File: src/rtl/rf_channel_capture_pkg.sv
// Shared beamformer definitions: default frame geometry and the capture write-FSM encoding.
package rf_channel_capture_pkg;

  localparam int unsigned CHANNELS_DEF = 128;
  localparam int unsigned IDX_W_DEF    = 8;
  localparam int unsigned DATA_W_DEF   = 16;
  localparam int unsigned COUNT_W      = 16;

  typedef enum logic [1:0] {
    WR_IDLE      = 2'd0,
    WR_FILL      = 2'd1,
    WR_WAIT_BANK = 2'd2
  } wr_state_e;

endpackage

File: src/rtl/rf_channel_capture_if.sv
// Sample stream, frame readout and status bundle between the RF front end and the capture block.
interface rf_channel_capture_if
  import rf_channel_capture_pkg::*;
#(
  parameter int unsigned IDX_W  = IDX_W_DEF,
  parameter int unsigned DATA_W = DATA_W_DEF
);

  logic                     in_valid;
  logic                     in_sof;
  logic signed [DATA_W-1:0] in_data;
  logic                     in_ready;
  logic                     frame_valid;
  logic [IDX_W-1:0]         rd_addr;
  logic signed [DATA_W-1:0] rd_data;
  logic                     frame_release;
  logic                     overflow;
  logic                     short_frame;
  logic [COUNT_W-1:0]       frame_count;

  modport master (
    output in_valid, in_sof, in_data, rd_addr, frame_release,
    input  in_ready, frame_valid, rd_data, overflow, short_frame, frame_count
  );

  modport slave (
    input  in_valid, in_sof, in_data, rd_addr, frame_release,
    output in_ready, frame_valid, rd_data, overflow, short_frame, frame_count
  );

endinterface

File: src/rtl/rf_bank_ram.sv
// One capture bank: single write port, single registered read port, no reset so it maps to block RAM.
module rf_bank_ram #(
  parameter int unsigned DEPTH  = 128,
  parameter int unsigned ADDR_W = 8,
  parameter int unsigned DATA_W = 16
) (
  input  logic              clk,
  input  logic              we,
  input  logic [ADDR_W-1:0] waddr,
  input  logic [DATA_W-1:0] wdata,
  input  logic [ADDR_W-1:0] raddr,
  output logic [DATA_W-1:0] rdata
);

  localparam int unsigned AW = (DEPTH > 1) ? $clog2(DEPTH) : 1;

  logic [DATA_W-1:0] mem [DEPTH];

  // Out-of-range addresses are dropped on write and leave the read register unchanged.
  always_ff @(posedge clk) begin
    if (we && (32'(waddr) < DEPTH)) begin
      mem[waddr[AW-1:0]] <= wdata;
    end
    if (32'(raddr) < DEPTH) begin
      rdata <= mem[raddr[AW-1:0]];
    end
  end

endmodule

File: src/rtl/rf_channel_capture.sv
// Ping-pong frame capture: descending-order channel stream into two banks, random-access readout of the read bank.
module rf_channel_capture
  import rf_channel_capture_pkg::*;
#(
  parameter int unsigned CHANNELS = CHANNELS_DEF,
  parameter int unsigned IDX_W    = IDX_W_DEF,
  parameter int unsigned DATA_W   = DATA_W_DEF
) (
  input  logic                 clk,
  input  logic                 rst,
  rf_channel_capture_if.slave  bus
);

  localparam logic [IDX_W-1:0] TOP_ADDR = IDX_W'(CHANNELS - 1);

  wr_state_e          state_q, state_d;
  logic               wr_bank_q, wr_bank_d;
  logic               rd_bank_q, rd_bank_d;
  logic [1:0]         full_q, full_d;
  logic [IDX_W-1:0]   wr_addr_q, wr_addr_d;
  logic               overflow_q, overflow_d;
  logic               short_q, short_d;
  logic               frame_valid_q, frame_valid_d;
  logic               in_ready_q, in_ready_d;
  logic [COUNT_W-1:0] count_q;
  logic               rd_sel_q;
  logic               rd_live_q;

  logic               accept_c;
  logic               release_c;
  logic               other_free_c;
  logic               wr_en_c;
  logic               complete_c;
  logic [IDX_W-1:0]   wa_c;

  logic [DATA_W-1:0]  q0, q1;

  // Write FSM, bank flags and pointers; release and completion are resolved in one pass.
  always_comb begin
    state_d       = state_q;
    wr_bank_d     = wr_bank_q;
    rd_bank_d     = rd_bank_q;
    full_d        = full_q;
    wr_addr_d     = wr_addr_q;
    overflow_d    = overflow_q;
    short_d       = short_q;
    wr_en_c       = 1'b0;
    complete_c    = 1'b0;
    wa_c          = wr_addr_q;

    accept_c  = bus.in_valid && in_ready_q;
    release_c = bus.frame_release && frame_valid_q;
    // The other bank counts as free if it is empty or is being released this cycle.
    other_free_c = !full_q[!wr_bank_q] || (release_c && (rd_bank_q != wr_bank_q));

    if (bus.in_valid && !in_ready_q) begin
      overflow_d = 1'b1;
    end

    if (release_c) begin
      full_d[rd_bank_q] = 1'b0;
      rd_bank_d         = !rd_bank_q;
    end

    unique case (state_q)
      WR_IDLE: begin
        if (accept_c && bus.in_sof) begin
          wr_en_c = 1'b1;
          wa_c    = TOP_ADDR;
          state_d = WR_FILL;
        end
      end
      WR_FILL: begin
        if (accept_c) begin
          wr_en_c = 1'b1;
          if (bus.in_sof) begin
            wa_c = TOP_ADDR;
            if (wr_addr_q != TOP_ADDR) begin
              short_d = 1'b1;
            end
          end
        end
      end
      WR_WAIT_BANK: begin
        if (other_free_c) begin
          state_d   = WR_IDLE;
          wr_bank_d = !wr_bank_q;
        end
      end
      default: state_d = WR_IDLE;
    endcase

    if (wr_en_c) begin
      if (wa_c == '0) begin
        complete_c        = 1'b1;
        full_d[wr_bank_q] = 1'b1;
        wr_addr_d         = TOP_ADDR;
        if (other_free_c) begin
          wr_bank_d = !wr_bank_q;
          state_d   = WR_IDLE;
        end else begin
          state_d   = WR_WAIT_BANK;
        end
      end else begin
        wr_addr_d = wa_c - IDX_W'(1);
      end
    end

    frame_valid_d = full_d[rd_bank_d];
    in_ready_d    = (state_d != WR_WAIT_BANK);
  end

  always_ff @(posedge clk) begin
    if (rst) begin
      state_q       <= WR_IDLE;
      wr_bank_q     <= 1'b0;
      rd_bank_q     <= 1'b0;
      full_q        <= 2'b00;
      wr_addr_q     <= TOP_ADDR;
      overflow_q    <= 1'b0;
      short_q       <= 1'b0;
      frame_valid_q <= 1'b0;
      in_ready_q    <= 1'b0;
      count_q       <= '0;
      rd_sel_q      <= 1'b0;
      rd_live_q     <= 1'b0;
    end else begin
      state_q       <= state_d;
      wr_bank_q     <= wr_bank_d;
      rd_bank_q     <= rd_bank_d;
      full_q        <= full_d;
      wr_addr_q     <= wr_addr_d;
      overflow_q    <= overflow_d;
      short_q       <= short_d;
      frame_valid_q <= frame_valid_d;
      in_ready_q    <= in_ready_d;
      rd_sel_q      <= rd_bank_q;
      rd_live_q     <= 1'b1;
      if (complete_c) begin
        count_q <= count_q + COUNT_W'(1);
      end
    end
  end

  rf_bank_ram #(
    .DEPTH  (CHANNELS),
    .ADDR_W (IDX_W),
    .DATA_W (DATA_W)
  ) u_bank0 (
    .clk   (clk),
    .we    (wr_en_c && !wr_bank_q),
    .waddr (wa_c),
    .wdata (bus.in_data),
    .raddr (bus.rd_addr),
    .rdata (q0)
  );

  rf_bank_ram #(
    .DEPTH  (CHANNELS),
    .ADDR_W (IDX_W),
    .DATA_W (DATA_W)
  ) u_bank1 (
    .clk   (clk),
    .we    (wr_en_c && wr_bank_q),
    .waddr (wa_c),
    .wdata (bus.in_data),
    .raddr (bus.rd_addr),
    .rdata (q1)
  );

  // Read data is held at zero until the first read after reset has been registered.
  assign bus.rd_data     = rd_live_q ? (rd_sel_q ? q1 : q0) : '0;
  assign bus.in_ready    = in_ready_q;
  assign bus.frame_valid = frame_valid_q;
  assign bus.overflow    = overflow_q;
  assign bus.short_frame = short_q;
  assign bus.frame_count = count_q;

endmodule

File: src/flat_wrapper.sv
// flat-port wrapper written by rule: the top's interface ports become plain ports
module rf_channel_capture_flat import rf_channel_capture_pkg::*;
#(
  parameter int unsigned CHANNELS = CHANNELS_DEF,
  parameter int unsigned IDX_W    = IDX_W_DEF,
  parameter int unsigned DATA_W   = DATA_W_DEF
)
  (clk, rst, bus_in_valid, bus_in_sof, bus_in_data, bus_rd_addr, bus_frame_release, bus_in_ready, bus_frame_valid, bus_rd_data, bus_overflow, bus_short_frame, bus_frame_count);
  rf_channel_capture_if #(.IDX_W(IDX_W), .DATA_W(DATA_W)) bus_i ();
  input  logic clk;
  input  logic rst;
  input wire logic [$bits(bus_i.in_valid)-1:0] bus_in_valid;
  input wire logic [$bits(bus_i.in_sof)-1:0] bus_in_sof;
  input wire logic [$bits(bus_i.in_data)-1:0] bus_in_data;
  input wire logic [$bits(bus_i.rd_addr)-1:0] bus_rd_addr;
  input wire logic [$bits(bus_i.frame_release)-1:0] bus_frame_release;
  output wire logic [$bits(bus_i.in_ready)-1:0] bus_in_ready;
  output wire logic [$bits(bus_i.frame_valid)-1:0] bus_frame_valid;
  output wire logic [$bits(bus_i.rd_data)-1:0] bus_rd_data;
  output wire logic [$bits(bus_i.overflow)-1:0] bus_overflow;
  output wire logic [$bits(bus_i.short_frame)-1:0] bus_short_frame;
  output wire logic [$bits(bus_i.frame_count)-1:0] bus_frame_count;
  assign bus_i.in_valid = bus_in_valid;
  assign bus_i.in_sof = bus_in_sof;
  assign bus_i.in_data = bus_in_data;
  assign bus_i.rd_addr = bus_rd_addr;
  assign bus_i.frame_release = bus_frame_release;
  assign bus_in_ready = bus_i.in_ready;
  assign bus_frame_valid = bus_i.frame_valid;
  assign bus_rd_data = bus_i.rd_data;
  assign bus_overflow = bus_i.overflow;
  assign bus_short_frame = bus_i.short_frame;
  assign bus_frame_count = bus_i.frame_count;
  rf_channel_capture #(.CHANNELS(CHANNELS), .IDX_W(IDX_W), .DATA_W(DATA_W)) u_core (.clk(clk), .rst(rst), .bus(bus_i));
endmodule
File: config.mk
export PLATFORM = sky130hd
export DESIGN_NAME = rf_channel_capture_flat
export DESIGN_NICKNAME = d
export VERILOG_FILES = /design/src/rtl/rf_channel_capture_pkg.sv /design/src/rtl/rf_channel_capture_if.sv /design/src/rtl/rf_bank_ram.sv /design/src/rtl/rf_channel_capture.sv /design/src/flat_wrapper.sv
export SDC_FILE = /design/constraint.sdc
export NUM_CORES = 2
export LEC_CHECK = 0
export BUFFER_PORTS_ARGS = -buffer_cell sky130_fd_sc_hd__buf_2
export CAP_MARGIN = 40
export CORE_ASPECT_RATIO = 0.75
export CORE_MARGIN = 2
export CORE_UTILIZATION = 53
export CTS_CLUSTER_DIAMETER = 50
export DETAILED_ROUTE_END_ITERATION = 10
export PLACE_DENSITY = 0.69
export SETUP_SLACK_MARGIN = 0.15
export SYNTH_ARGS = -nofsm -noshare
export SYNTH_HDL_FRONTEND = slang
export SYNTH_HIERARCHICAL = 1
export SYNTH_SLANG_ARGS = --single-unit
export TNS_END_PERCENT = 10
File: constraint.sdc
create_clock -name clk -period 4.05 [get_ports clk]
set_clock_uncertainty 0.2 [all_clocks]
set_input_delay 1.0125 -clock clk [delete_from_list [all_inputs] [get_ports clk]]
set_output_delay 1.0125 -clock clk [all_outputs]
set_load 0.03 [all_outputs]
## Word-level counts from Yosys, hierarchy flattened

Memory sizes are Yosys's and may differ from the RTL's. A register that Yosys moved wholly into a read port is not among the register bits.
Index checks and enable logic that the tools add are counted.

| operators by class | value |
|---|---|
| add/sub/neg operators | 2 |
| magnitude comparators | 8 |
| eq/ne operators | 5 |
| mux-type cells | 40 |
| bitwise gates (word level) | 3 |
| reductions and logical operators | 19 |

Operator list:

| kind | count |
|---|---|
| $mux 16 | 2 |
| $mux 8 | 4 |
| $mux 1 | 21 |
| $add 16x1->16 const B | 1 |
| $lt 8x8->1 const B | 2 |
| $mux 2 | 8 |
| $pmux 8 s2 | 1 |
| $logic_and 1x1->1 | 11 |
| $logic_not 8->1 | 1 |
| $lt 1x2->1 const B | 4 |
| $ne 8x7->1 const B | 1 |
| $sub 8x1->8 const B | 1 |
| $pmux 2 s3 | 1 |
| $logic_not 1->1 | 4 |
| $reduce_and 4->1 | 1 |
| $and 2x2->2 | 1 |
| $demux 1 s1 | 2 |
| $eq 2x1->1 const B | 1 |
| $eq 2x2->1 const B | 1 |
| $ge 1x1->1 const B | 2 |
| $logic_not 2->1 | 1 |
| $ne 2x2->1 const B | 1 |
| $not 2->2 | 1 |
| $or 2x2->2 | 1 |
| other kinds (3) | 3 |

| storage, ports and cells | value |
|---|---|
| flip-flop bits (word level) | 36 |
| RAM bits | 4,096 |
| input bits | 29 |
| logic and storage cells | 91 |
| memories kept | 2 |

Memories:

| memory | words | bits a word | read ports | clocked after memory_dff | wr ports | line | text |
|---|---|---|---|---|---|---|---|
| u_core.u_bank0.mem | 128 | 16 | 1 | 1 | 1 | rf_bank_ram.sv:17 | `logic [DATA_W-1:0] mem [DEPTH];` |
| u_core.u_bank1.mem | 128 | 16 | 1 | 1 | 1 | rf_bank_ram.sv:17 |  |

## Logic depth before layout (Yosys ltp)

| depth | value |
|---|---|
| word-level depth | 12 |
| mapped depth | 11 |
| gate-level depth less buffers | 8 |

## Cells and area by module

The synthesis kept the hierarchy.

Modules (own cells, without submodules):

| module | times used | cells each | area an instance (µm²) |
|---|---|---|---|
| rf_bank_ram | 2 | 3,086 | 78,706.7 |
| rf_channel_capture | 1 | 250 | 2,119.5 |

## Worst setup path before layout

OpenSTA, ideal clock, no wires.

| timing path | value |
|---|---|
| path type | input to register |
| start | in bus_in_sof |
| end | mem u_core.u_bank0.mem[110][0] (enable) |
| arrival time | 3,642 ps |
| data required time | 3,461 ps |
| slack | -180 ps |
| cell stages on the path | 9 |
| buffers on the path | 4 |
| cell sequence | clkbuf_2 -> and4b_1 -> clkbuf_1 -> or2_2 -> clkbuf_1 -> nand3b_1 -> or3b_2 -> clkbuf_1 -> nor2_1 |

| between the ends | value |
|---|---|
| word-level cells in the longest chain between the ends | 7 |
| elaborated cells between the ends (all ways) | 12 |
| those cells by class | order compare (1); mux (8); reduce/logical (3) |

Ends and longest elaborated chain:

| element | line | text |
|---|---|---|
| start: declaration | flat_wrapper.sv:13 | `input wire logic [$bits(bus_i.in_sof)-1:0] bus_in_sof;` |
| $mux 8 or $logic_and 1x1->1 (tied branches) | rf_channel_capture.sv:76, rf_channel_capture.sv:67 |  |
| $mux 8 (on tied branches) | rf_channel_capture.sv:74, rf_channel_capture.sv:67 |  |
| $pmux 8 s2 * | rf_channel_capture.sv:65 | `unique case (state_q)` |
| net u_core.wa_c[0] | rf_channel_capture.sv:34 | `logic [IDX_W-1:0] wa_c;` |
| $lt 8x8->1 | rf_bank_ram.sv:21 | `if (we && (32'(waddr) < DEPTH)) begin` |
| $logic_and 1x1->1 | rf_bank_ram.sv:21 |  |
| $mux 1 | rf_bank_ram.sv:21 |  |
| $mux 1 (not written as such) | rf_bank_ram.sv:22 | `mem[waddr[AW-1:0]] <= wdata;` |
| end: declaration | rf_bank_ram.sv:17 |  |

Mark *: on every way through the listed nets, which the timed path passes. The rest lies on a longest branch.

## Final worst setup path

| timing path | value |
|---|---|
| start | reg u_core.rd_sel_q |
| end | out bus_rd_data[1] |

| between the ends | value |
|---|---|
| word-level cells in the longest chain between the ends | 2 |

Ends and longest elaborated chain:

| element | line | text |
|---|---|---|
| start: declaration | rf_channel_capture.sv:26 | `logic rd_sel_q;` |
| start signal: assignment | rf_channel_capture.sv:137 | `rd_sel_q <= rd_bank_q;` |
| $mux 16 (2 in series) | rf_channel_capture.sv:172 | `assign bus.rd_data = rd_live_q ? (rd_sel_q ? q1 : q0) : '0;` |
| end: declaration | flat_wrapper.sv:19 | `output wire logic [$bits(bus_i.rd_data)-1:0] bus_rd_data;` |

Every way passes these cells.

==> summary.txt <==
Run status
  • Status: finished, final reports clean

Yosys
  • Post-synth ARST share: 0
  • Cell variety after synth: 57
  • Avg Inst Size Synth: 24.8 um2
  • #FFs+latches synth: about 4200
  • Synth Net Count: 6454
  • Mapped Area: 160000 um2
  • Top_reg_cell synth: edfxtp_1
  • Part of the Yosys area used for sequential elements: 0.782
  • Number of synthesized flops with an enable pin: roughly 4100
  • Gate Count Post-Synth: between 6000 and 7000
  • Yosys warns: 6

Timing
  • Final period util: 0.934
  • Clock period minus worst slack: 3.78 ns
  • Sum Neg Setup Slack: 0 ns
  • Max-slew violations: 0
  • F_max: ~260 MHz
  • Actual slew at the worst max-slew pin: 1.33 ns
  • Final setup vio count: 0
  • Max-slew headroom: 0.116
  • Unrepaired setup endpoints after global routing: no
  • Fin. Hold Viols: 0
  • Worst hold-check slack: 0.294 ns

Drt
  • WL/cell: 35.7 um
  • Met2 wire len: ~190000 um
  • Drt initial violations: around 13000
  • Wl on met1: around 160000 um
  • WL final: 414000 um
  • Met3 Routed Length: 50600 um
  • DR pass1 iterations: 6
  • # DRC: 0
  • Via density: 6.66
  • Via count: 77400
  • DR top layer: met5
  • ANT nets after route: 0

Clock network
  • Clock root buffer: clkbuf_16
  • H-tree depth: 5
  • Maximum clock path buffer count: 4
  • CTS tree: yes
  • Postcts setup bufs: 0
  • CTS clk-pin slew, worst paths: 0.06 ns
  • Clk Latency, worst-skew pair: 0.90 ns
  • Hold Buf Count CTS: 0
  • Num CTS Buffers: 404
  • Clock tree sinks: 4164

Worst setup path
  • CP Data Required Time: 2.84 ns
  • Crit-path cells: buf_6 > mux2i_1 > nor2b_1 > buf_2
  • Reg2Reg Launch Point: u_core/state_q[1]
  • Critical path's slowest cell: nor2b_1
  • Crit path max fanout: 16
  • Crit. End Element: primary output
  • Register-to-Register Path Depth: 11
  • CP arrival: approximately 2.6 ns
  • Critical Path Start Type: flip-flop
  • Crit Path Category: flip-flop to primary output
  • Largest stage delay, worst path: 0.42 ns
  • CP Launch Point: u_core/rd_sel_q

Pwr
  • Leak: 58.8 nW
  • Pwr Density: 480 nW/um2
  • Worst VDD drop: roughly 0.38 mV

Hold path
  • Worst Hold Path Cells: 2
  • Hold/Removal Path Class: flip-flop to flip-flop
  • Hold_sp: u_core/bus.overflow

Finish
  • Nets@finish: 7341
  • Area Growth Syn to Fin: 17.7%
  • Layout fillers: roughly 19000
  • Register Area: 125000 um2
  • Area of the multi-input gates: 33700 um2
  • Share of cells above drive strength 1: 0.385

Placement
  • Gp weighted congestion: between 0.8 and 0.9
  • Port Buffers: 64
  • DP HPWL: 252000 um

Global routing
  • Largest net degree at the start of global routing: 174
  • Vias in the first global route: between 70000 and 80000
  • First-pass GRT wire length: 585000 um
  • Grt ovf: 0
  • Antenna violations before repair: 38
  • Total global-route track usage: 0.272

Floorplanning
  • Area of the die: between 300000 and 400000 um2
  • Std cell rows: around 170
  • Ports: 65
  • Total core area: ~300000 um2
  • Die width: 638 um
  • Die Ht: 479 um
  • Initial Util: 0.533

Run
  • Max_cap viols: 0
layer usage:
| metal | global-route usage | up-vias |
|---|---|---|
| li1 | - | 29800 |
| met1 | 0.427 | 41700 |
| met2 | 0.401 | 5310 |
| met3 | 0.0520 | 592 |
| met4 | 0.0683 | 14 |
| met5 | 0 | - |
worst max-delay path: cells and delay by family (launching register included):
kind	cells	cell delay (ns)
flops	1	0.41
buf+inv	2	0.65
simple gates	1	0.42
mux	1	0.17
power breakdown:
group | internal [mW] | leakage (nW) | switching, mW
clock | 21.8 | 6.51 | 16.2
combinational | 1.96 | 14.9 | 2.72
sequential | 47.4 | 37.4 | 0.0840
through the flow:
stage | utilization | cells | cell area, um2 | total power, mW | setup WS (ns)
after floorplan | - | 6422 | 160000 | 50.6 | 0.00622
after global placement | 0.581 | 10800 | 174000 | 53.0 | -0.426
after detailed placement | 0.582 | 10900 | 174000 | 53.1 | -0.427
after CTS | 0.627 | 11600 | 188000 | 90.6 | 0.0818
after global routing | 0.627 | 11600 | 188000 | 92.4 | 0.252
final | 0.627 | 11600 | 188000 | 90.2 | 0.268
sequential cells by signal (all words and copies together) (netlist names):
signal                  count
u_core/bus.frame_count     16
u_core/bus.frame_valid      1
u_core/bus.in_ready         1
u_core/bus.overflow         1
u_core/bus.short_frame      1
u_core/full_q               2
u_core/rd_bank_q            1
u_core/rd_live_q            1
u_core/rd_sel_q             1
u_core/state_q              2
u_core/u_bank0/mem       2048
u_core/u_bank0/rdata       16
u_core/u_bank1/mem       2048
u_core/u_bank1/rdata       16
u_core/wr_addr_q            8
u_core/wr_bank_q            1
layout by cell type, fill, tap and decap left out, drive strengths merged, types with 34 or more instances in the layout:
cell	Yosys	layout
nand2	36	36
dfxtp	36	36
bufinv	0	48
clkbuf	172	478
inv	15	41
buf	168	821
clkinv	0	165
mux2	34	34
nor2	274	274
mux4	1344	1344
edfxtp	4128	4128
Yosys cell counts (2+ instances only):
master / count / area share
a21o_1: 2 / 0.000094
a21oi_1: 22 / 0.00069
a311oi_1: 2 / 0.00011
and2_1: 2 / 0.000078
and4_1: 3 / 0.00016
buf_1: 56 / 0.0013
buf_2: 95 / 0.0030
buf_4: 16 / 0.00075
clkbuf_1: 171 / 0.0040
dfxtp_1: 36 / 0.0045
edfxtp_1: 4128 / 0.78
ha_1: 3 / 0.00024
inv_1: 15 / 0.00035
mux2_2: 34 / 0.0024
mux2i_1: 16 / 0.0010
mux4_2: 1344 / 0.19
nand2_1: 36 / 0.00085
nand2b_1: 2 / 0.000078
nand3_1: 29 / 0.00091
nand3b_1: 10 / 0.00047
nand4_1: 15 / 0.00059
nand4b_1: 5 / 0.00027
nor2_1: 274 / 0.0064
nor2b_1: 30 / 0.0012
nor4_1: 2 / 0.000078
o2111ai_1: 2 / 0.00011
o211ai_1: 3 / 0.00014
o21ai_0: 7 / 0.00022
o31ai_1: 9 / 0.00042
or2_2: 6 / 0.00024
or3_1: 4 / 0.00016
or3b_2: 8 / 0.00044
or4_1: 9 / 0.00042
xor2_1: 3 / 0.00016
path summary, 6_finish.rpt:
kind                               to  slack, ns
max reg2reg  u_core/u_bank1/mem[1][2]       0.55
min reg2reg       u_core/bus.overflow       0.29
max                    bus_rd_data[1]       0.27
min               u_core/bus.overflow       0.29
cell type report:
| cell class | count | area share |
|---|---|---|
| flip-flops and latches | 4164 | 0.664 |
| multi-input cells | 1903 | 0.179 |
| repair buffers | 821 | 0.0588 |
| clock buffers | 478 | 0.0564 |
| well taps | 3960 | 0.0264 |
| clock inverters | 264 | 0.0147 |
| inverters | 15 | 0.000300 |
| diodes | 12 | 0.000160 |
repair_timing:
action,in CTS,in global routing
setup endpoints to repair,4,1
gates resized for setup,1,1
hold endpoints to repair,0,0
kinds of logic after synthesis:
kind of cell,share of synthesized area
flip-flops,0.782
AND/OR/NAND/NOR,0.0131
multiplexers,0.193
XOR/XNOR,0.000165
adder cells (fa/ha/maj),0.000235
AO/OA/AOI/OAI,0.00234
buffers and inverters,0.00953
Note: power is estimated with default switching activity, not from simulation.
